## config.mk

```make
export PLATFORM = sky130hd
export DESIGN_NAME = ddr_cmd_decoder
export DESIGN_NICKNAME = d
export VERILOG_FILES = /design/src/rtl/ddr_cmd_pkg.sv /design/src/rtl/ddr_cmd_decoder_parity.sv /design/src/rtl/ddr_cmd_decoder.sv
export SDC_FILE = /design/constraint.sdc
export NUM_CORES = 1
export LEC_CHECK = 0
export CAP_MARGIN = 25
export CORE_MARGIN = 2
export CORE_UTILIZATION = 41
export DETAILED_ROUTE_END_ITERATION = 6
export PLACE_DENSITY = 0.83
export SETUP_SLACK_MARGIN = 0.02
export SLEW_MARGIN = 20
export SYNTH_ARGS = -nofsm -noshare
export SYNTH_HDL_FRONTEND = slang
export SYNTH_SLANG_ARGS = --single-unit
export TNS_END_PERCENT = 20
```

## constraint.sdc

```tcl
create_clock -name clk -period 2.2 [get_ports clk]
set_clock_uncertainty 0.2 [all_clocks]
set_input_delay 0.33 -clock clk [delete_from_list [all_inputs] [get_ports clk]]
set_output_delay 0.33 -clock clk [all_outputs]
set_load 0.03 [all_outputs]
```

## src/rtl/ddr_cmd_pkg.sv

```systemverilog
// Shared types and constants for the DDR4 command decoder front end.
package ddr_cmd_pkg;

  typedef enum logic [1:0] {
    PWR_ACTIVE  = 2'd0,
    PWR_PWRDN   = 2'd1,
    PWR_SELFREF = 2'd2
  } pwr_state_t;

  // {RAS_n, CAS_n, WE_n} pin codes (A16/A15/A14) when ACT_n is high.
  localparam logic [2:0] RCW_MRW  = 3'b000;
  localparam logic [2:0] RCW_REF  = 3'b001;
  localparam logic [2:0] RCW_PRE  = 3'b010;
  localparam logic [2:0] RCW_RSVD = 3'b011;
  localparam logic [2:0] RCW_WR   = 3'b100;
  localparam logic [2:0] RCW_RD   = 3'b101;
  localparam logic [2:0] RCW_ZQ   = 3'b110;
  localparam logic [2:0] RCW_NOP  = 3'b111;

  localparam int         MR_COUNT   = 7;
  localparam logic [2:0] MR_IDX_MAX = 3'd6;

  localparam int ALERT_PW_DEFAULT = 4;

  typedef struct packed {
    logic act;
    logic cfg;
    logic ckeh;
    logic ckel;
    logic mrw;
    logic pd;
    logic pdx;
    logic pr;
    logic pra;
    logic rd;
    logic rda;
    logic ref_cmd;
    logic srf;
    logic wr;
    logic wra;
  } strobe_t;

endpackage

```

## src/rtl/ddr_cmd_decoder_parity.sv

```systemverilog
// Command/address even-parity checker with a restartable alert_n low pulse.
// Only instantiated when PARITY_EN is defined.
module ddr_cmd_parity #(
  parameter int W        = 23,
  parameter int ALERT_PW = 4
) (
  input  logic         clk,
  input  logic         reset,
  input  logic         check_i,
  input  logic [W-1:0] bits_i,
  output logic         par_err_o,
  output logic         alert_n_o
);

  localparam int CW = $clog2(ALERT_PW + 1);

  logic [CW-1:0] cnt_q, cnt_d;

  // bits_i already includes the par pin, so a good command XORs to zero.
  assign par_err_o = check_i && (^bits_i);

  always_comb begin
    cnt_d = cnt_q;
    if (par_err_o) begin
      cnt_d = CW'(ALERT_PW);
    end else if (cnt_q != '0) begin
      cnt_d = cnt_q - 1'b1;
    end
  end

  always_ff @(posedge clk) begin
    if (reset) begin
      cnt_q <= '0;
    end else begin
      cnt_q <= cnt_d;
    end
  end

  assign alert_n_o = (cnt_q == '0);

endmodule

```

## src/rtl/ddr_cmd_decoder.sv

```systemverilog
// DDR4 command pin decoder: one-cycle registered strobes, CKE power tracking,
// MR0-MR6 shadows. Define PARITY_EN to enable command/address parity checking.
module ddr_cmd_decoder
  import ddr_cmd_pkg::*;
#(
  parameter int  BGWIDTH   = 2,
  parameter int  BAWIDTH   = 2,
  parameter int  ADDRWIDTH = 14,
  parameter int  ALERT_PW  = ALERT_PW_DEFAULT,
  localparam int BGW       = (BGWIDTH > 0) ? BGWIDTH : 1
) (
  input  logic                           clk,
  input  logic                           reset,
  input  logic                           cke,
  input  logic                           cs_n,
  input  logic                           act_n,
  input  logic                           ras_n,
  input  logic                           cas_n,
  input  logic                           we_n,
  input  logic [BGW-1:0]                 bg_in,
  input  logic [BAWIDTH-1:0]             ba_in,
  input  logic [ADDRWIDTH-1:0]           addr,
  input  logic                           par,
  output logic                           ACT,
  output logic                           BST,
  output logic                           CFG,
  output logic                           CKEH,
  output logic                           CKEL,
  output logic                           DPD,
  output logic                           DPDX,
  output logic                           MRR,
  output logic                           MRW,
  output logic                           PD,
  output logic                           PDX,
  output logic                           PR,
  output logic                           PRA,
  output logic                           RD,
  output logic                           RDA,
  output logic                           REF,
  output logic                           SRF,
  output logic                           WR,
  output logic                           WRA,
  output logic [BGW-1:0]                 bg,
  output logic [BAWIDTH-1:0]             ba,
  output logic [ADDRWIDTH-1:0]           row,
  output logic [9:0]                     col,
  output logic [MR_COUNT-1:0][ADDRWIDTH-1:0] mode_reg,
  output logic [1:0]                     pwr_state,
  output logic                           illegal,
  output logic                           alert_n
);

  strobe_t        strb_d, strb_q;
  logic           illegal_d, illegal_q;
  pwr_state_t     pwr_d, pwr_q;
  logic           cke_prev_q;
  logic [BGW-1:0] bg_q;
  logic [BAWIDTH-1:0] ba_q;
  logic [ADDRWIDTH-1:0] row_q;
  logic [9:0]     col_q;
  logic [MR_COUNT-1:0][ADDRWIDTH-1:0] mr_q;
  logic           mr_we;
  logic [2:0]     mr_idx;
  logic [2:0]     rcw;
  logic           cmd_nop;
  logic           par_err;
  logic [BGW-1:0] bg_pins;

  assign rcw     = {ras_n, cas_n, we_n};
  assign cmd_nop = act_n && (rcw == RCW_NOP);
  assign bg_pins = (BGWIDTH > 0) ? bg_in : '0;

  always_comb begin
    mr_idx = {1'b0, 2'(ba_in)};
    if (BGWIDTH > 0) mr_idx[2] = bg_in[0];
  end

`ifdef PARITY_EN
  localparam int PW = 4 + BGW + BAWIDTH + ADDRWIDTH + 1;

  ddr_cmd_parity #(
    .W        (PW),
    .ALERT_PW (ALERT_PW)
  ) u_parity (
    .clk       (clk),
    .reset     (reset),
    .check_i   (!cs_n),
    .bits_i    ({act_n, ras_n, cas_n, we_n, bg_pins, ba_in, addr, par}),
    .par_err_o (par_err),
    .alert_n_o (alert_n)
  );
`else
  localparam int unused_alert_pw = ALERT_PW;
  logic unused_par;
  assign unused_par = par;
  assign par_err    = 1'b0;
  assign alert_n    = 1'b1;
`endif

  always_comb begin
    strb_d    = '0;
    illegal_d = 1'b0;
    pwr_d     = pwr_q;
    mr_we     = 1'b0;
    unique case (pwr_q)
      PWR_ACTIVE: begin
        if (!cs_n && par_err) begin
          illegal_d = 1'b1;
        end else if (cke_prev_q && !cke) begin
          // CKE falling wins over decode: only NOP/deselect or REF may ride it.
          if (cs_n || cmd_nop) begin
            strb_d.pd   = 1'b1;
            strb_d.ckel = 1'b1;
            pwr_d       = PWR_PWRDN;
          end else if (act_n && rcw == RCW_REF) begin
            strb_d.srf  = 1'b1;
            strb_d.ckel = 1'b1;
            pwr_d       = PWR_SELFREF;
          end else begin
            illegal_d = 1'b1;
          end
        end else if (cke_prev_q && cke && !cs_n) begin
          if (!act_n) begin
            strb_d.act = 1'b1;
          end else begin
            unique case (rcw)
              RCW_MRW:  begin strb_d.mrw = 1'b1; mr_we = 1'b1; end
              RCW_REF:  strb_d.ref_cmd = 1'b1;
              RCW_PRE:  if (addr[10]) strb_d.pra = 1'b1; else strb_d.pr = 1'b1;
              RCW_RSVD: illegal_d = 1'b1;
              RCW_WR:   if (addr[10]) strb_d.wra = 1'b1; else strb_d.wr = 1'b1;
              RCW_RD:   if (addr[10]) strb_d.rda = 1'b1; else strb_d.rd = 1'b1;
              RCW_ZQ:   strb_d.cfg = 1'b1;
              default:  ;
            endcase
          end
        end
      end
      PWR_PWRDN: begin
        if (!cke_prev_q && cke) begin
          strb_d.pdx  = 1'b1;
          strb_d.ckeh = 1'b1;
          pwr_d       = PWR_ACTIVE;
        end else if (!cs_n && (!cmd_nop || par_err)) begin
          illegal_d = 1'b1;
        end
      end
      PWR_SELFREF: begin
        if (!cke_prev_q && cke) begin
          strb_d.ckeh = 1'b1;
          pwr_d       = PWR_ACTIVE;
        end else if (!cs_n && (!cmd_nop || par_err)) begin
          illegal_d = 1'b1;
        end
      end
      default: pwr_d = PWR_ACTIVE;
    endcase
  end

  always_ff @(posedge clk) begin
    if (reset) begin
      strb_q     <= '0;
      illegal_q  <= 1'b0;
      pwr_q      <= PWR_ACTIVE;
      cke_prev_q <= 1'b1;
      bg_q       <= '0;
      ba_q       <= '0;
      row_q      <= '0;
      col_q      <= '0;
      mr_q       <= '0;
    end else begin
      strb_q     <= strb_d;
      illegal_q  <= illegal_d;
      pwr_q      <= pwr_d;
      cke_prev_q <= cke;
      if (|strb_d) begin
        bg_q <= bg_pins;
        ba_q <= ba_in;
      end
      if (strb_d.act) row_q <= addr;
      if (strb_d.rd || strb_d.rda || strb_d.wr || strb_d.wra) col_q <= addr[9:0];
      if (mr_we && mr_idx <= MR_IDX_MAX) mr_q[mr_idx] <= addr;
    end
  end

  assign ACT  = strb_q.act;
  assign CFG  = strb_q.cfg;
  assign CKEH = strb_q.ckeh;
  assign CKEL = strb_q.ckel;
  assign MRW  = strb_q.mrw;
  assign PD   = strb_q.pd;
  assign PDX  = strb_q.pdx;
  assign PR   = strb_q.pr;
  assign PRA  = strb_q.pra;
  assign RD   = strb_q.rd;
  assign RDA  = strb_q.rda;
  assign REF  = strb_q.ref_cmd;
  assign SRF  = strb_q.srf;
  assign WR   = strb_q.wr;
  assign WRA  = strb_q.wra;
  assign BST  = 1'b0;
  assign MRR  = 1'b0;
  assign DPD  = 1'b0;
  assign DPDX = 1'b0;

  assign bg        = bg_q;
  assign ba        = ba_q;
  assign row       = row_q;
  assign col       = col_q;
  assign mode_reg  = mr_q;
  assign pwr_state = pwr_q;
  assign illegal   = illegal_q;

endmodule

```

==> results of run 1 <==
[synthesized netlist by cell type, drive strengths merged, types with 2 or more instances]
cell type / instances / area share (%)
a21oi: 14 / 1.3
conb: 2 / 0.14
nor3b: 3 / 0.41
nor3: 5 / 0.46
nor4: 5 / 1.4
nand2b: 3 / 0.34
or4: 4 / 0.62
ha: 3 / 0.69
o21ai: 15 / 1.4
inv: 6 / 0.41
dfxtp: 145 / 53
nor2: 116 / 8.0
buf: 18 / 2.3
or2: 2 / 0.23
nand3: 4 / 0.37
and4b: 2 / 0.37
clkbuf: 38 / 2.6
nand2: 32 / 2.2
mux2i: 113 / 21
a31oi: 2 / 0.23
[layer usage]
layer | vias to the layer above | GRT usage, % | share of wire, %
met1 | 2195 | 26.2 | 40
met2 | 204 | 38.2 | 50
li1 | 2186 | - | -
met3 | 34 | 6.75 | 7.5
met4 | 0 | 8.75 | 2.5
met5 | - | 0 | 0
[power breakdown]
group	total, mW	internal [mW]	switching, mW
Clock	2.99	1.93	1.06
Combinational	0.557	0.227	0.330
Sequential	2.68	2.66	0.0196
[final timing paths]
check / startpoint / endpoint / slack [ps] / depth (start not counted)
setup / recovery: pwr_state[1] / mode_reg[5] / 60 / 10
hold reg to reg: ba[1] / ba[1] / 280 / 2
setup reg to reg: pwr_state[1] / mode_reg[5] / 60 / 10
hold / removal: ba_in[1] / ba[1] / 40 / 3
[worst register-to-register path: stages, from the launching register on]
cell and delay, ps:
dfxtp_2 320, inv_2 80, ha_4 140, nand4b_1 160
buf_6 180, buf_6 110, nor4_4 230, buf_4 190
buf_12 140, mux2i_1 210, nor2_1 60
[what timing repair did]
action | in CTS | in global routing
buffers inserted | 0 | 6
gates resized for setup | 1 | 23
cloned | 0 | 4
endpoints found under the setup margin | 2 | 54
hold buffers | 1 | 0
hold endpoints to repair | 1 | 0
pin swaps | 0 | 7
[layout by cell type, fill, tap and decap left out, drive strengths merged, types with 2 or more instances in the layout]
cell / netlist / routed
nand2b: 3 / 3
clkbuf: 38 / 27
nor3b: 3 / 3
ha: 3 / 3
bufinv: 0 / 3
mux2i: 113 / 113
nor3: 5 / 5
nor2: 116 / 116
buf: 18 / 43
conb: 2 / 5
a31oi: 2 / 2
clkinv: 0 / 3
clkdlybuf4s50: 0 / 164
inv: 6 / 6
a21oi: 14 / 14
dfxtp: 145 / 145
nor4: 5 / 5
o21ai: 15 / 15
or4: 4 / 4
or2: 2 / 2
nand3: 4 / 4
and4b: 2 / 2
clkinvlp: 0 / 3
nand2: 32 / 32
dlymetal6s2s: 0 / 4
[through the flow]
stage          setup TNS [ps]  utilization, %  power, mW  hold slack [ps]
4_1_cts                     0            61.5       6.23              263
2_1_floorplan           -2570               -       3.02              209
5_1_grt                  -700            63.2       6.41             40.4
6_report                    0            63.2       6.23             40.7
3_3_place_gp           -30090            56.6       3.24              249
3_5_place_dp           -34270            56.6       3.25              260
[area by class of cell]
cell class	instances	area, um^2	share of cell area (%)
sequential	145	2900	35.0
tap	176	220	2.65
multi-input combinational	344	2310	27.8
timing repair buffer	216	2220	26.7
inverter	6	22.5	0.271
clock inverter	9	128	1.54
clock buffer	23	498	6.00
[logic make-up after synthesis]
family,Yosys count
buffers and inverters,62
AND/OR/NAND/NOR,184
XOR/XNOR,1
other,2
adder cells (fa/ha/maj),3
flip-flops,145
AO/OA/AOI/OAI,38
multiplexers,113
==> summary.txt, run 1 <==
status -> finished clean
total core area -> 13100 um^2
max reg flops -> 98
CTS tree -> done
Post-synth ARST share -> 0%
Clock transition at path regs -> 60 ps
Buf+Inv Stages, Crit Path -> 5
final std cells w/o fill -> 919
Placer Congestion -> 0.901
ant diodes -> 0
Post-Synth Adder-Cell Area -> 0.689%
CP dominant cell by count -> buf_6
post-synthesis xor/xnor area fraction -> 0.161%
compound-cell area share of the yosys netlist -> 3.97%
area delta synth->final -> 52.3%
Min-Delay Path Class -> input pin to flop
initial antenna violation count -> 0
worst path required time -> 2290 ps
fmax -> 467 MHz
Total GRT Usage -> 22.3%
HPWL Detailed -> 10.9 mm
CTS Root Buffer Type -> clkbuf_16
critical-path cell list -> inv_2 > ha_4 > nand4b_1 > buf_6 > buf_6 > nor4_4 > buf_4 > buf_12 > mux2i_1 > nor2_1
Placement Cell Area -> 7430 um^2
PwrDens -> 750 nW/um^2
Cell Rows -> 42
startpoint types -> flop
Worst IR Drop VDD -> 534 uV
Slowest-stage cell, CP -> dfxtp_2
Rel. slew slack -> 55.3%
Final setup viols -> 0
clk_lat worst skew -> 410 ps
Worst Path Arrival -> 2230 ps
Final ANT Viol Nets -> 0
Die W -> 119 um
vias in the first global route -> 4360
fin area -> 8300 um^2
Seq/Total Area, Yosys -> 53.2%
# DRC -> 0
number of cells produced by synthesis -> 548
initial core utilization -> 41.5%
Post-synth EDFFs -> 0
delay-heaviest family, CP -> buffers and inverters
Final min period -> 2140 ps
mux share of post-synthesis cell area -> 20.7%
Worst Path Max Fanout -> 7
largest family of logic cells by synthesized area -> multiplexers
I/O Pins -> 176
die footprint -> 14200 um^2
initial drt markers -> 326
Setup CP Type -> flop to flop
Leakage -> 3.35 nW
Tightest Pin Transition -> 669 ps
Max Cap Violations -> 0
layout cells sized above 1 -> 12.8%
setup ws final -> 56.6 ps
per-cell routed wire length -> 17.8 um
simple-gate portion of the synthesized area -> 15.7%
final wirelength -> 16.3 mm
critical path's largest stage delay -> 320 ps
fill cell count -> 1044
CP endpoint kind -> flop
post-synthesis cell area -> 5450 um^2
first-pass GRT wire length -> 24.0 mm
largest net degree at the start of global routing -> 54
nets -> 760
RSZ-0062 raised after global routing -> true
Netlist cell types -> 41
port buffer count -> 169
vias per cell -> 5.03
clk sinks -> 145
Final Hold Violating Endpoints -> 0
max-slew violations -> 0
Mean Syn Cell Area -> 9.95 um^2
Synth Warn # -> 0
GRT overflow -> 0
Seq cells post-synth -> 145
Die Y -> 119 um
CTS H-tree depth -> 4
routed via count -> 4619
fin crit share -> 97.4%
CTS Buffer Depth -> 2
placed cell count -> 876
top_reg_cell synth -> dfxtp_1
worst slack, placed -> -444 ps
CTS Buf Count -> 17
drt pass-1 iters -> 5
(Power assumes the default switching activity.)
==> run 2: changes to the inputs <==
==> constraint.sdc (replaced) <==
create_clock -name clk -period 2.2 [get_ports clk]
set_clock_uncertainty 0.2 [all_clocks]
set_input_delay 0.44 -clock clk [delete_from_list [all_inputs] [get_ports clk]]
set_output_delay 0.44 -clock clk [all_outputs]
set_load 0.03 [all_outputs]
==> run 2 against run 1 <==
Against the previous run: sequential share of layout area up 0.61 points; non-clock buffer count down 7; first-iteration DRC count grew 17%; highest routed layer unchanged.
==> summary.txt, run 2 (synthesis gave the netlist of run 1 again) <==
status -> finished clean
Max Cap Violations -> 0 (unchanged)
first-pass GRT wire length -> 23.4 mm (-2.4%)
Total GRT Usage -> 21.6% (-0.74 points)
ant diodes -> 0 (unchanged)
initial core utilization -> 41.5% (unchanged)
nets -> 753 (-0.92%)
Die Y -> 119 um (unchanged)
initial antenna violation count -> 0 (unchanged)
fin area -> 8160 um^2 (-1.7%)
Rel. slew slack -> 62.5% (+7.2 points)
placed cell count -> 876 (unchanged)
I/O Pins -> 176 (unchanged)
GRT overflow -> 0 (unchanged)
fmax -> 465 MHz (-0.23%)
CTS Root Buffer Type -> clkbuf_16
Final min period -> 2150 ps (+4.85 ps)
Tightest Pin Transition -> 563 ps (-106 ps)
CTS tree -> done
startpoint types -> flop
CTS H-tree depth -> 4 (unchanged)
slack of the worst reg-to-reg path -> 90 ps (+30 ps)
# DRC -> 0 (unchanged)
HPWL Detailed -> 10.7 mm (-1.5%)
commonest non-fill, non-tap cell in the layout -> clkdlybuf4s50_1
Leakage -> 3.23 nW (-3.5%)
clk_lat worst skew -> 410 ps (about the same)
critical path's largest stage delay -> 700 ps (+380 ps)
Final Hold Violating Endpoints -> 0 (unchanged)
worst path required time -> 1560 ps (-730 ps)
Buf+Inv Stages, Crit Path -> 1 (-4)
clk sinks -> 145 (unchanged)
vias per cell -> 5.02 (-0.19%)
initial drt markers -> 381 (+17%)
CP endpoint kind -> output pin
Worst IR Drop VDD -> 472 uV (-12%)
critical-path cell list -> clkdlybuf4s50_1
Worst Path Max Fanout -> 4 (-3)
area delta synth->final -> 49.7%
PwrDens -> 746 nW/um^2 (-0.47%)
Clock transition at path regs -> 60 ps (about the same)
routed via count -> 4575 (-0.95%)
number of hold buffers added after cts -> 0 (-1)
most frequent cells in the layout -> 164 x clkdlybuf4s50_1, 144 x dfxtp_1, 116 x nor2_1, 109 x mux2i_1
vias in the first global route -> 4372 (+0.28%)
Placement Cell Area -> 7440 um^2 (about the same)
max-slew violations -> 0 (unchanged)
Multi-input gate area -> 2320 um^2 (+0.43%)
fill cell count -> 1054 (+0.96%)
Cell Rows -> 42 (unchanged)
port buffer count -> 169 (unchanged)
total core area -> 13100 um^2 (unchanged)
layout cells sized above 1 -> 12.4% (-0.42 points)
Register Area -> 2900 um^2 (unchanged)
die footprint -> 14200 um^2 (unchanged)
RSZ-0062 raised after global routing -> true
Final setup viols -> 0 (unchanged)
Slowest-stage cell, CP -> clkdlybuf4s50_1
final std cells w/o fill -> 912 (-0.76%)
largest net degree at the start of global routing -> 57 (+5.6%)
fin crit share -> 97.6% (+0.22 points)
setup TNS -> 0 ps (unchanged)
final wirelength -> 15.7 mm (-4.2%)
Worst Path Arrival -> 1510 ps (-720 ps)
Final ANT Viol Nets -> 0 (unchanged)
drt pass-1 iters -> 6 (+1)
max reg flops -> 98 (unchanged)
CTS Buf Count -> 17 (unchanged)
Min-Delay Path Class -> input pin to flop
Setup CP Type -> flop to output pin
delay-heaviest family, CP -> buffers and inverters
per-cell routed wire length -> 17.2 um (-3.4%)
CTS Buffer Depth -> 2 (unchanged)
Die W -> 119 um (unchanged)
Placer Congestion -> 0.901 (about the same)
-- run 2: layer usage --
layer	up-vias	GRT usage [%]	share of wire, %
met5	-	0	0
met4	0	9.49	2.5
met3	33	6.32	6.8
met2	188	37.2	49
met1	2188	24.8	41
li1	2166	-	-
-- run 2: final cells by class --
type	count	area share, %
tap	176	2.70
sequential	145	35.6
inverter	6	0.276
clock buffer	24	6.15
timing repair buffer	209	25.6
multi-input combinational	344	28.4
clock inverter	8	1.24
-- run 2: final timing paths --
path | depth (start not counted) | start | endpoint
worst min-delay path | 2 | reset | MRW
worst min register to register | 2 | ba[0] | ba[0]
worst max-delay path | 1 | pwr_state[1] | pwr_state[1]
worst max register to register | 8 | pwr_state[0] | mode_reg[14]
-- run 2: power breakdown --
part	switching [mW]	internal [mW]
clock network	1.06	1.82
registers	0.0204	2.66
logic	0.318	0.216
-- run 2: per-stage QoR --
| stage | total power [mW] | worst slack, ps | hold slack [ps] | utilization [%] |
|---|---|---|---|---|
| floorplan | 3.02 | -6.41 | 319 | - |
| global placement | 3.23 | -496 | 249 | 56.6 |
| detailed placement | 3.25 | -575 | 262 | 56.6 |
| CTS | 6.11 | 45.8 | 52.4 | 61.4 |
| global route | 6.28 | -14.4 | 64.2 | 62.1 |
| finish | 6.09 | 51.7 | 72.3 | 62.1 |
-- run 2: timing repair --
item                                    in CTS  in global routing
pin swaps                                    0                  6
endpoints found under the setup margin      84                 87
gates cloned                                 0                  1
resized for setup                           11                 16
buffers inserted                             0                  3
==> run 3: changes to the inputs <==
--- a/config.mk
+++ b/config.mk
@@ -7,11 +7,11 @@
 export LEC_CHECK = 0
 export CAP_MARGIN = 25
 export CORE_MARGIN = 2
-export CORE_UTILIZATION = 41
+export CORE_UTILIZATION = 36
 export DETAILED_ROUTE_END_ITERATION = 6
-export PLACE_DENSITY = 0.83
+export PLACE_DENSITY = 0.75
 export SETUP_SLACK_MARGIN = 0.02
-export SLEW_MARGIN = 20
+export SLEW_MARGIN = 25
 export SYNTH_ARGS = -nofsm -noshare
 export SYNTH_HDL_FRONTEND = slang
 export SYNTH_SLANG_ARGS = --single-unit
==> run 3 against run 2 <==
Against the previous run: critical path depth did not move; count of clock-buffer cells in the layout fell by 2; flip-flop and latch count unchanged; core utilization is 6.6 points lower; worst hold slack worse by 7.2 ps; largest cell class unchanged.
==> summary.txt, run 3 (synthesis gave the netlist of run 1 again) <==
status -> finished clean
nets -> 752 (-0.13%)
startpoint types -> flop
layout cells sized above 1 -> 11.3% (-1.1 points)
hold_sp -> reset
vias in the first global route -> 4402 (+0.69%)
Setup CP Type -> flop to output pin
initial drt markers -> 309 (-19%)
delay-heaviest family, CP -> buffers and inverters
port buffer count -> 169 (unchanged)
initial core utilization -> 37.2% (-4.3 points)
ant diodes -> 0 (unchanged)
Worst path depth -> 1 (unchanged)
Cell Rows -> 44 (+4.8%)
Die W -> 127 um (+6.5%)
Final Hold Violating Endpoints -> 0 (unchanged)
drt pass-1 iters -> 4 (-2)
Max Cap Violations -> 0 (unchanged)
number of hold buffers added after cts -> 0 (unchanged)
slack of the worst reg-to-reg path -> 130 ps (+40 ps)
fmax -> 473 MHz (+1.6%)
area delta synth->final -> 49.2%
total core area -> 14600 um^2 (+11%)
HPWL Detailed -> 11.3 mm (+4.9%)
commonest non-fill, non-tap cell in the layout -> clkdlybuf4s50_1
reg2reg start -> pwr_state[1]
CTS tree -> done
CTS H-tree depth -> 4 (unchanged)
CTS Buf Count -> 17 (unchanged)
fin crit share -> 96.1% (-1.5 points)
final wirelength -> 16.6 mm (+5.8%)
critical-path cell list -> clkdlybuf4s50_1
Worst Path Arrival -> 1470 ps (-40 ps)
max-slew violations -> 0 (unchanged)
setup TNS -> 0 ps (unchanged)
first-pass GRT wire length -> 24.8 mm (+5.7%)
largest net degree at the start of global routing -> 80 (+40%)
crit path from -> row[0]
Total GRT Usage -> 20.4% (-1.2 points)
Clock transition at path regs -> 60 ps (about the same)
Final ANT Viol Nets -> 0 (unchanged)
Worst IR Drop VDD -> 468 uV (-0.85%)
max reg flops -> 98 (unchanged)
clk_lat worst skew -> 420 ps (about the same)
Min-Delay Path Class -> input pin to flop
per-cell routed wire length -> 18.0 um (+5.0%)
Slowest-stage cell, CP -> clkdlybuf4s50_1
Final setup viols -> 0 (unchanged)
Die Y -> 127 um (+6.5%)
Rel. slew slack -> 48.0% (-14 points)
CTS Buffer Depth -> 2 (unchanged)
Placement Cell Area -> 7420 um^2 (-0.24%)
Worst R2R Path Depth -> 9 (+1)
GRT overflow -> 0 (unchanged)
PwrDens -> 771 nW/um^2 (+3.4%)
Final min period -> 2110 ps (-33.3 ps)
Buf+Inv Stages, Crit Path -> 1 (unchanged)
hold endpoint -> cke_prev_q
Leakage -> 3.29 nW (+1.7%)
clk sinks -> 145 (unchanged)
fin area -> 8140 um^2 (-0.34%)
routed via count -> 4609 (+0.74%)
Worst Path Max Fanout -> 2 (-2)
FF-to-FF End -> mode_reg[95]
die footprint -> 16100 um^2 (+13%)
Worst Hold Depth -> 2 (unchanged)
# DRC -> 0 (unchanged)
vias per cell -> 5.02 (about the same)
Tightest Pin Transition -> 780 ps (+217 ps)
RSZ-0062 raised after global routing -> true
Placer Congestion -> 0.857 (-5.0%)
critical path's largest stage delay -> 730 ps (+30 ps)
initial antenna violation count -> 0 (unchanged)
CTS Root Buffer Type -> clkbuf_16
I/O Pins -> 176 (unchanged)
worst path required time -> 1560 ps (about the same)
most frequent cells in the layout -> 162 x clkdlybuf4s50_1, 144 x dfxtp_1, 116 x nor2_1, 113 x mux2i_1
CP endpoint kind -> output pin
## run 3: cell types whose count changed in the layout (fill, tap and decap cells not counted), sizes merged
cell           delta
clkbuf            -3
bufinv            +2
clkdlybuf4s50     -2
clkinv            +2
clkinvlp          -2
dlygate4sd2       +2
dlymetal6s2s      +2
buf               -1
clkdlybuf4s15     -1
## run 3: how the worst max path moves through the flow
| stage | end | slack, ps |
|---|---|---|
| 6_report | row[0] | 90 |
| 4_1_cts | pwr_state[1] | 20 |
| 5_1_grt | mode_reg[85] | 10 |
| 3_5_place_dp | mode_reg[42] | -560 |
| 2_1_floorplan | mode_reg[18] | -6 |
| 3_3_place_gp | mode_reg[26] | -530 |
## run 3: repair_timing
action | CTS | global route
gates resized for setup | 8 | 9
setup endpoints to repair | 84 | 61
pin swaps | 2 | 3
gates cloned | 1 | 0
buffers inserted | 2 | 2
## run 3: final cells by class
class,count,area [um^2]
Inverter,6,22.5
Sequential cell,145,2910
Tap cell,184,230
Timing Repair Buffer,208,2060
Clock inverter,10,156
Fill cell,1259,6510
Multi-Input combinational cell,344,2280
Clock buffer,22,474
## run 3: per-layer routing
layer / vias to the layer above / track usage, % / share of wire, %
li1: 2169 / - / -
met4: 0 / 8.21 / 2.5
met5: - / 0 / 0
met3: 31 / 6.87 / 7.4
met1: 2218 / 24.2 / 42
met2: 191 / 34.0 / 48
## run 3: where the power goes
group / switching (mW) / leakage (nW) / internal, mW
sequential: 0.0195 / 1.17 / 2.66
clock: 1.07 / 0.310 / 1.98
combinational: 0.328 / 1.81 / 0.212
total: 1.42 / 3.29 / 4.85
## run 3: per-stage QoR
step / worst slack [ps] / power (mW) / hold slack [ps] / utilization, % / instances
detailed placement: -564 / 3.25 / 267 / 50.7 / 882
floorplan: -6.41 / 3.02 / 319 / - / 551
finish: 85.0 / 6.27 / 65.1 / 55.6 / 919
global route: 11.5 / 6.47 / 54.5 / 55.6 / 919
CTS: 21.3 / 6.30 / 48.6 / 55.4 / 917
global placement: -529 / 3.24 / 249 / 50.7 / 882
==> RTL change 1, RTL diff (settings of run 3) <==
Remove the register `illegal_q`: a continuous assignment takes its place, so the output `illegal` follows one clock earlier.
--- a/src/rtl/ddr_cmd_decoder.sv
+++ b/src/rtl/ddr_cmd_decoder.sv
@@ -160,7 +160,6 @@
   always_ff @(posedge clk) begin
     if (reset) begin
       strb_q     <= '0;
-      illegal_q  <= 1'b0;
       pwr_q      <= PWR_ACTIVE;
       cke_prev_q <= 1'b1;
       bg_q       <= '0;
@@ -170,7 +169,6 @@
       mr_q       <= '0;
     end else begin
       strb_q     <= strb_d;
-      illegal_q  <= illegal_d;
       pwr_q      <= pwr_d;
       cke_prev_q <= cke;
       if (|strb_d) begin
@@ -182,6 +180,8 @@
       if (mr_we && mr_idx <= MR_IDX_MAX) mr_q[mr_idx] <= addr;
     end
   end
+
+  assign illegal_q = illegal_d;
 
   assign ACT  = strb_q.act;
   assign CFG  = strb_q.cfg;
Behaviour: not the same (Yosys sat finds a counterexample within 4 cycles, from zero or initial values and one cycle with reset high).
==> RTL change 1 against run 3 <==
- the flow now finishes with violations (negative setup slack)
- first-iteration DRC count shrank 7.4%
- clock power decreased by 7.9%
- sequential cell count shrank 1
- maximum frequency down 4.4%
- synthesized cell count decreased by 0.73%
- cell area increased by 0.78%
- combinational power fell by 15%
- wire length fell by 2.4%
- core utilization grew 0.44 points
- power is 5.8% lower
- area after synthesis hardly changed
- non-clock buffer count is 4 higher
- worst setup slack got worse by 0.097 ns
==> RTL change 1: results (changes against run 3) <==
metric	value	unit	change
outcome	finished with violations		was finished, final reports clean
failing checks	negative setup slack		
Ant. Diodes	0		unchanged
met3 routed WL	1310	um	was 1230 um
HPWL after DPL	11000	um	was 11,300 um
Post-Synth XOR/XNOR Area	0	%	was 0.161%
Synth Area in Compound Gates	3.93	%	was 3.97%
Post-DP Area	7540	um2	was 7420 um2
post-synthesis mux area share	20.6	%	was 20.7%
share of layout cells above drive strength 1	12.4	%	was 11.3%
Routed WL	16200	um	was 16,600 um
peak per-stage delay on the critical path	0.23	ns	was 0.73 ns
met1 Use GR	24.0	%	was 24.2%
critical path fanouts, max	8		was 2
setup bufs post-CTS	1		was 2
final core occ	56.0	%	was 55.6%
Post-Place Setup Slack	-0.480	ns	was -0.564 ns
DRT met1 WL	6790	um	was 6950 um
setup TNS	-0.0119	ns	was 0 ns
GP Congestion	0.840		was 0.857
Fillers	1242		was 1,259
path depth of the worst reg2reg path	8		was 9
overall routing resource usage	19.9	%	was 20.4%
final setup violation count	1		was 0
Worst Tran Pin Value	0.593	ns	was 0.780 ns
startpoint types	input pin		was flop
DR iter-0 viols	286		was 309
worst setup path startpoint	cas_n		was row[0]
Pleak	3.39	nW	was 3.29 nW
number of gates resized after cts	18		was 8
via-per-instance ratio	4.96		was 5.02
slowest CP cell	clkdlybuf4s15_1		was clkdlybuf4s50_1
vias in the first global route	4420		was 4,402
clock root cell	clkbuf_16		unchanged
Yosys cell types	37		was 41
Seq/Total Area, Yosys	52.9	%	was 53.2%
Crit path arrival time	1.57	ns	was 1.47 ns
R2R Setup Slk	0.21	ns	was 0.13 ns
global-route wire length before repair	24600	um	was 24,800 um
Inst Count DP	889		was 882
vias after detailed routing	4578		was 4,609
post-layout net count	757		was 752
VDD IR-drop max	0.499	mV	was 0.468 mV
synthesized area per cell	10.0	um2	was 9.95 um2
WHS	0.227	ns	was 0.0651 ns
Commonest cells post-synth	dfxtp_1, nor2_1, mux2i_1, clkbuf_1, nand2_1		unchanged
PnR worst setup slack	-0.0119	ns	was 0.0850 ns
end of the worst register-to-register path	RDA		was mode_reg[95]
Hold Path Sink	mode_reg[16]		was cke_prev_q
largest net degree at the start of global routing	111		was 80
-- RTL change 1: changes by cell type after synthesis, sizes merged, moves of 4 or more --
cell	run 3	this run
nand2	32	18
clkbuf	38	27
nand2b	3	11
buf	18	24
nand3b	0	4
nor3	5	9
or4	4	0
-- RTL change 1: cell type report --
type / instances / area share [%]
clock buffer: 22 / 5.78
clock inverter: 9 / 1.33
multi-input combinational: 348 / 28.7
inverter: 4 / 0.183
tap: 184 / 2.81
sequential: 144 / 35.2
timing repair buffer: 212 / 26.0
-- RTL change 1: worst max-delay path by stage --
stage	endpoint	slack [ns]	depth (start not counted)
2_1_floorplan	mode_reg[10]	-0.04	8
3_3_place_gp	mode_reg[46]	-0.42	6
3_5_place_dp	mode_reg[53]	-0.48	6
4_1_cts	illegal	-0.02	6
5_1_grt	illegal	-0.04	6
6_report	illegal	-0.01	7
-- RTL change 1: power breakdown --
group / internal, mW / switching [mW]
clock: 1.75 / 1.06
combinational: 0.181 / 0.277
sequential: 2.63 / 0.0133
==> RTL change 2, RTL diff (flow settings as in run 3) <==
Without the edit above. Change the parameter `BAWIDTH` from 2 to 3.
--- a/src/rtl/ddr_cmd_decoder.sv
+++ b/src/rtl/ddr_cmd_decoder.sv
@@ -4,7 +4,7 @@
   import ddr_cmd_pkg::*;
 #(
   parameter int  BGWIDTH   = 2,
-  parameter int  BAWIDTH   = 2,
+  parameter int  BAWIDTH   = 3,
   parameter int  ADDRWIDTH = 14,
   parameter int  ALERT_PW  = ALERT_PW_DEFAULT,
   localparam int BGW       = (BGWIDTH > 0) ? BGWIDTH : 1
Interface: changed (resized ba and ba_in); port bits go from 176 to 178. The function was not compared with the original's and may differ.
==> RTL change 2 against run 3 <==
- non-clock buffer count is 5 higher
- sequential cell count is 1 higher
- synthesized cell count is 0.73% higher
- wire length is 1.9% lower
- final cell count is 1.7% higher
- area after synthesis is 1.7% higher
- worst setup slack worse by 0.016 ns
- power is 1.0% lower
- cell area is 1.8% higher
- global-route usage is 0.75 points lower
- critical endpoint is now mode_reg[84]
- largest cell class unchanged
==> RTL change 2: results (changes against run 3) <==
metric	value	unit	change
outcome	finished, final reports clean		unchanged
drc violations	0		unchanged
worst skew pair latency	0.41	ns	
max FFs per register	98		unchanged
Routed WL	16300	um	was 16,600 um
Syn Inst Count	552		was 548
R2R Setup Slk	0.08	ns	was 0.13 ns
post-layout net count	765		was 752
critical path fanouts, max	7		was 2
GP Congestion	0.818		was 0.857
WHS	0.0759	ns	was 0.0651 ns
Ant. Diodes	0		unchanged
VDD IR-drop max	0.474	mV	was 0.468 mV
Worst Tran Pin Value	0.754	ns	was 0.780 ns
Post-Place Setup Slack	-0.580	ns	was -0.564 ns
H-tree lvl count	4		unchanged
HPWL after DPL	10900	um	was 11,300 um
Port-buffer cells	171		was 169
worst hold start	reset		unchanged
Hold Path Sink	cke_prev_q		unchanged
reg2reg start	pwr_state[1]		unchanged
worst min path class	input pin to flop		unchanged
DR iter-0 viols	193		was 309
Seq/Total Area, Yosys	52.7	%	was 53.2%
PnR worst setup slack	0.0685	ns	was 0.0850 ns
Commonest cells post-synth	dfxtp_1, nor2_1, mux2i_1, nand2_1, clkbuf_1		was dfxtp_1, nor2_1, mux2i_1, clkbuf_1, nand2_1
slowest CP cell	clkdlybuf4s50_1		unchanged
max_cap viols	0		unchanged
Pleak	3.30	nW	was 3.29 nW
vias in the first global route	4379		was 4,402
largest net degree at the start of global routing	75		was 80
end of the worst register-to-register path	mode_reg[84]		was mode_reg[95]
Inst Count DP	895		was 882
peak per-stage delay on the critical path	0.55	ns	was 0.73 ns
overall routing resource usage	19.6	%	was 20.4%
Yosys cell types	39		was 41
drt first pass iters	5		was 4
FFs w/ async S/R, synth	0	%	unchanged
clock root cell	clkbuf_16		unchanged
path depth of the worst reg2reg path	9		unchanged
Hold Crit Depth	2		unchanged
initial antenna violation count	0		unchanged
TritonCTS buffer count	17		unchanged
DR WL/cell	17.4	um	was 18.0 um
Crit path arrival time	2.21	ns	was 1.47 ns
Clock transition at path regs	0.06	ns	about the same
Yosys warning count	0		unchanged
ys flop type	dfxtp_1		unchanged
Post-DP Area	7550	um2	was 7420 um2
Fillers	1296		was 1,259
vias after detailed routing	4478		was 4,609
Longest Clk Path Bufs	2		unchanged
Area growth syn-to-layout	49.4	%	was 49.2%
worst setup path startpoint	cke		was row[0]
Synth area leaders	dfxtp_1, mux2i_1, nor2_1		unchanged
Top Family by Delay on Critical Path	buffers and inverters		unchanged
global-route wire length before repair	24400	um	was 24,800 um
share of layout cells above drive strength 1	12.3	%	was 11.3%
-- RTL change 2: area by class of cell --
cell class	instances	area share, %
Timing Repair Buffer	213	26.1
Multi-Input combinational cell	349	28.2
Tap cell	188	2.84
Clock inverter	13	1.92
Clock buffer	19	5.35
Sequential cell	146	35.3
Inverter	7	0.317
-- RTL change 2: kinds of logic after synthesis --
logic type | share of synthesized area, %
other cells | 0.135
simple gates | 17.0
compound gates | 2.71
buf+inv | 5.98
fa+ha+maj | 0.677
flops | 52.7
mux | 20.6
xor+xnor | 0.158
-- RTL change 2: power by group --
part | internal [mW] | total, mW | switching (mW) | leakage [nW]
clock network | 1.81 | 2.93 | 1.12 | 0.290
logic | 0.240 | 0.584 | 0.344 | 1.84
registers | 2.68 | 2.70 | 0.0188 | 1.18
total | 4.73 | 6.21 | 1.48 | 3.30
-- RTL change 2: worst max-delay path by stage --
| stage | end | cells past startpoint |
|---|---|---|
| 2_1_floorplan | mode_reg[32] | 8 |
| 3_3_place_gp | mode_reg[48] | 5 |
| 3_5_place_dp | mode_reg[35] | 5 |
| 4_1_cts | pwr_state[0] | 2 |
| 5_1_grt | mode_reg[90] | 9 |
| 6_report | mode_reg[84] | 8 |
-- RTL change 2: per-layer routing --
metal / track usage, % / part of all wire, % / vias to the layer above
li1: - / - / 2188
met1: 23.8 / 43 / 2127
met2: 33.3 / 49 / 149
met3: 5.76 / 6.4 / 14
met4: 6.72 / 1.4 / 0
met5: 0 / 0 / -
-- RTL change 2: what timing repair did --
action / in CTS / in global routing
gates resized for setup: 5 / 14
endpoints found under the setup margin: 86 / 90
gates cloned: 1 / 2
buffers inserted: 1 / 4
pin swaps: 2 / 7
